**src/rtl/card_game_ctrl.sv**
```systemverilog
// Memory-match game controller: 4x4 grid of cards, cursor navigation, pair
// selection, compare, mismatch hold timer, and game-over/restart handling.
module card_game_ctrl #(
  parameter logic [47:0] LAYOUT = {3'd7, 3'd7, 3'd6, 3'd6, 3'd5, 3'd5, 3'd4, 3'd4,
                                   3'd3, 3'd3, 3'd2, 3'd2, 3'd1, 3'd1, 3'd0, 3'd0},
  parameter int unsigned MISMATCH_HOLD = 25000000
) (
  input  logic        clk,
  input  logic        reset,
  input  logic        btn_up,
  input  logic        btn_down,
  input  logic        btn_left,
  input  logic        btn_right,
  input  logic        btn_sel,
  output logic [31:0] card_states,
  output logic [3:0]  cursor_pos,
  output logic [3:0]  match_count,
  output logic [7:0]  move_count,
  output logic        busy,
  output logic        game_over
);

  typedef enum logic [2:0] {PICK1, PICK2, COMPARE, HOLD, DONE} state_t;

  localparam logic [24:0] HOLD_LOAD = 25'(MISMATCH_HOLD - 1);

  state_t      state, state_nx;
  logic [31:0] cards_nx;
  logic [3:0]  cursor_nx, match_nx, first_idx, first_nx, second_idx, second_nx;
  logic [7:0]  moves_nx;
  logic [24:0] hold_cnt, hold_nx;
  logic [1:0]  row, col, cur_card;

  function automatic logic [2:0] face(input logic [3:0] idx);
    return LAYOUT[3*int'(idx) +: 3];
  endfunction

  assign row      = cursor_pos[3:2];
  assign col      = cursor_pos[1:0];
  assign cur_card = card_states[{cursor_pos, 1'b0} +: 2];

  always_ff @(posedge clk or posedge reset) begin
    if (reset) begin
      state       <= PICK1;
      card_states <= '0;
      cursor_pos  <= '0;
      match_count <= '0;
      move_count  <= '0;
      first_idx   <= '0;
      second_idx  <= '0;
      hold_cnt    <= '0;
      busy        <= 1'b0;
      game_over   <= 1'b0;
    end else begin
      state       <= state_nx;
      card_states <= cards_nx;
      cursor_pos  <= cursor_nx;
      match_count <= match_nx;
      move_count  <= moves_nx;
      first_idx   <= first_nx;
      second_idx  <= second_nx;
      hold_cnt    <= hold_nx;
      busy        <= (state_nx == COMPARE) || (state_nx == HOLD);
      game_over   <= (state_nx == DONE);
    end
  end

  always_comb begin
    state_nx  = state;
    cards_nx  = card_states;
    cursor_nx = cursor_pos;
    match_nx  = match_count;
    moves_nx  = move_count;
    first_nx  = first_idx;
    second_nx = second_idx;
    hold_nx   = hold_cnt;
    case (state)
      PICK1, PICK2: begin
        // Select wins over any simultaneous move, even when the select is ignored.
        if (btn_sel) begin
          if (cur_card == 2'b00) begin
            cards_nx[{cursor_pos, 1'b0} +: 2] = 2'b01;
            if (state == PICK1) begin
              first_nx = cursor_pos;
              state_nx = PICK2;
            end else begin
              second_nx = cursor_pos;
              moves_nx  = (move_count == 8'hFF) ? move_count : move_count + 8'd1;
              state_nx  = COMPARE;
            end
          end
        end else if (btn_up)    cursor_nx = {row - 2'd1, col};
        else if (btn_down)      cursor_nx = {row + 2'd1, col};
        else if (btn_left)      cursor_nx = {row, col - 2'd1};
        else if (btn_right)     cursor_nx = {row, col + 2'd1};
      end
      COMPARE: begin
        if (face(first_idx) == face(second_idx)) begin
          cards_nx[{first_idx, 1'b0} +: 2]  = 2'b10;
          cards_nx[{second_idx, 1'b0} +: 2] = 2'b10;
          match_nx = match_count + 4'd1;
          state_nx = (match_count == 4'd7) ? DONE : PICK1;
        end else begin
          hold_nx  = HOLD_LOAD;
          state_nx = HOLD;
        end
      end
      HOLD: begin
        if (hold_cnt == '0) begin
          cards_nx[{first_idx, 1'b0} +: 2]  = 2'b00;
          cards_nx[{second_idx, 1'b0} +: 2] = 2'b00;
          state_nx = PICK1;
        end else begin
          hold_nx = hold_cnt - 25'd1;
        end
      end
      DONE: begin
        if (btn_sel) begin
          cards_nx  = '0;
          cursor_nx = '0;
          match_nx  = '0;
          moves_nx  = '0;
          state_nx  = PICK1;
        end
      end
      default: state_nx = PICK1;
    endcase
  end

endmodule

```
**config.mk**
```make
export PLATFORM = sky130hd
export DESIGN_NAME = card_game_ctrl
export DESIGN_NICKNAME = d
export VERILOG_FILES = /design/src/rtl/card_game_ctrl.sv
export SDC_FILE = /design/constraint.sdc
export NUM_CORES = 1
export LEC_CHECK = 0
export ABC_AREA = 0
export CAP_MARGIN = 20
export CORE_UTILIZATION = 57
export DETAILED_ROUTE_END_ITERATION = 12
export PLACE_DENSITY = 0.8
export SYNTH_ARGS = -nofsm -noshare
export SYNTH_HDL_FRONTEND = slang
export SYNTH_SLANG_ARGS = --single-unit
```
**constraint.sdc**
```tcl
create_clock -name clk -period 4.2 [get_ports clk]
set_clock_uncertainty 0.15 [all_clocks]
set_input_delay 1.26 -clock clk [delete_from_list [all_inputs] [get_ports clk]]
set_output_delay 1.26 -clock clk [all_outputs]
set_load 0.02 [all_outputs]
```
==> flow_summary.ini <==
[outcome]
status = finished, final reports clean

[clock_network]
clk_pin_slew_ns = 0.09
htreeDepth = 3
post_cts_buffers = 0
cts_tree = done
hold_buffers = 0
cts_resized = 0
cts_root_buffer = clkbuf_8
clock_latency_ns = 0.36
cts_num_sinks = 86
clockBufferDepth = 2
numCtsBuffers = 9

[finish]
drive_gt1_share_pct = 8.801
n_antenna_cell = 0
final_cells = 767
fillCellCount = 685
final_util_pct = 69.90
syn2layout_area_growth_pct = 16.46
stdcell_area_um2 = 6215
fin_nets = 676

[synthesis]
synth_top_area_share_pct = 40.33
ys_warn_count = 0
synthTopCellsByCount = 86 x dfrtp_1, 62 x nand2_1, 45 x nor2_1, 34 x a21oi_1, 31 x nand3_1
yosys.area.top_type = dfrtp_1
ys_seq_area_share_pct = 40.33
synth_most_common_cell = dfrtp_1
ys_seq_elements = 86
netlist_top_cells_area = dfrtp_1 40%, nand2_1 4.4%, ha_1 3.3%, a21oi_1 3.2%, nor2_1 3.2%
async_flop_share_pct = 100.0
synth.avg_cell_area_um2 = 8.806
syn_nets = 627
ys_types = 69
synthCells = 606
synthesis.area_um2 = 5336
synth_edf_count = 0
synth_flop_cell = dfrtp_1

[sta]
min_period_ns = 3.585
period_share_pct = 85.36
slew_violations = 0
timing.fmax_mhz = 278.9
rsz0062_at_grt = false
setup-violations-final = 0
worst_pin_slew_ns = 0.9832
slew_headroom_pct = 33.95
hold_violations = 0
setup_tns_ns = 0

[drt]
ant_nets = 0
vias_per_cell = 6.713
wl_per_cell_um = 20.38
drt_wl_total_um = 15630
first_pass_iters = 5
num_vias = 5149
dr.first_iter.drc_count = 509
drc = 0

[global_route]
grt_antenna_before_repair = 0
gr-total-overflow = 0
grt_max_degree = 60
grt_usage_pct = 33.84
grt_pass1_vias = 5035
grt_pass1_wl_um = 25630

[floorplan]
rows = 34
io_pins = 57
die_h_um = 98.76
core_um2 = 8891
die_w_um = 98.76
dieArea_um2 = 9753
initial_core_util_pct = 60.02

[critical_path]
worstPathRequired_ns = 4.27
crit_path_max_fanout = 14
crit_path_max_incr_delay_ns = 0.71
path_common_cell = or4_1
cp_cell_sequence = or4_1, or4_1, nor4_4, o221ai_2, nor2_2, o221ai_1
cp_num_buf_inv = 0
cp-end-kind = flip-flop
cp_slowest_cell = or4_1
startpoint_type = flip-flop
path_class = flip-flop to flip-flop
cp.arrival_ns = 3.65
crit_family = simple AND/OR/NAND/NOR gates

[placed_design]
dpl.cell_count = 752
gp_congestion = 0.9828
dpl-instance-area_um2 = 6017
place_hpwl_um = 11380
numPortBuffers = 56

[power_and_ir_drop]
leakage_uw = 0.002545
power.density_nw_per_um2 = 816.1
totalPowerFinal_uw = 5072
vdd_drop_max_mv = 0.4560

[hold_path]
hp-class = flip-flop to flip-flop

[job]
max_cap_violations = 0
## path summary, 6_finish.rpt
check | start | end | slack [ns] | depth (start not counted)
max in group asynchronous | reset | first_idx[0]$_DFFE_PP0P_ | 2.13 | 3
hold reg to reg | hold_cnt[0]$_DFFE_PP0P_ | hold_cnt[0]$_DFFE_PP0P_ | 0.37 | 1
setup / recovery | hold_cnt[6]$_DFFE_PP0P_ | card_states[19]$_DFFE_PP0P_ | 0.61 | 6
hold / removal | hold_cnt[0]$_DFFE_PP0P_ | hold_cnt[0]$_DFFE_PP0P_ | 0.37 | 1
setup reg to reg | hold_cnt[6]$_DFFE_PP0P_ | card_states[19]$_DFFE_PP0P_ | 0.61 | 6
min in group asynchronous | reset | move_count[3]$_DFFE_PP0P_ | 1.08 | 2
## power by group
group | internal [uW] | leakage (uW) | switching [uW]
clock network | 293 | 0.000100 | 311
registers | 1080 | 0.00104 | 406
logic | 1170 | 0.00140 | 1810
## cell families after synthesis
| family | count (synthesis) | share of synthesized area, % |
|---|---|---|
| simple gates | 258 | 25.72 |
| xor+xnor | 21 | 3.447 |
| fa+ha+maj | 14 | 3.283 |
| buf+inv | 51 | 3.845 |
| compound gates | 159 | 20.05 |
| mux | 17 | 3.329 |
| flops | 86 | 40.33 |
## state kept, by name, summed over array words and instances (netlist names)
| name | flops |
|---|---|
| card_states | 32 |
| hold_cnt | 25 |
| move_count | 8 |
| cursor_pos | 4 |
| first_idx | 4 |
| match_count | 4 |
| second_idx | 4 |
| state | 3 |
| busy | 1 |
| game_over | 1 |
## cell usage in the layout, fill, tap and decap left out, drive strengths merged, types with 13 or more instances in the layout
cell type / instances
a21oi: 34
a31oi: 19
buf: 14
clkdlybuf4s50: 56
dfrtp: 86
ha: 14
inv: 19
nand2: 62
nand3: 31
nor2: 46
nor3: 13
nor4: 15
o21ai: 34
or2: 13
## worst register-to-register path, delay by kind of cell (launching register included)
family	cells	cell delay (ns)
flops	1	0.42
simple gates	4	2.36
compound gates	2	0.51
## metrics by stage
| step | setup slack, ns | hold WS, ns |
|---|---|---|
| floorplan | 0.5682 | 0.3199 |
| global placement | 0.7692 | 0.3460 |
| detailed placement | 0.7136 | 0.3534 |
| CTS | 0.6758 | 0.3670 |
| global route | 0.4857 | 0.3853 |
| finish | 0.6148 | 0.3677 |
## routing by layer
layer  GRT usage, %  vias up  wire, um
li1               -     2351         -
met1          44.42     2468      6605
met3          8.511       39      1515
met4          13.09        0       378
met5              0        -         0
met2          54.01      291      7127
## final cells by class
type	count	area, um^2	area share [%]
multi-input combinational	469	2979	47.94
sequential	86	2152	34.63
timing repair buffer	70	678.2	10.91
clock buffer	11	141.4	2.275
tap	108	135.1	2.174
inverter	19	72.57	1.168
clock inverter	4	56.30	0.9060
Power figures use the tool's default switching activity.
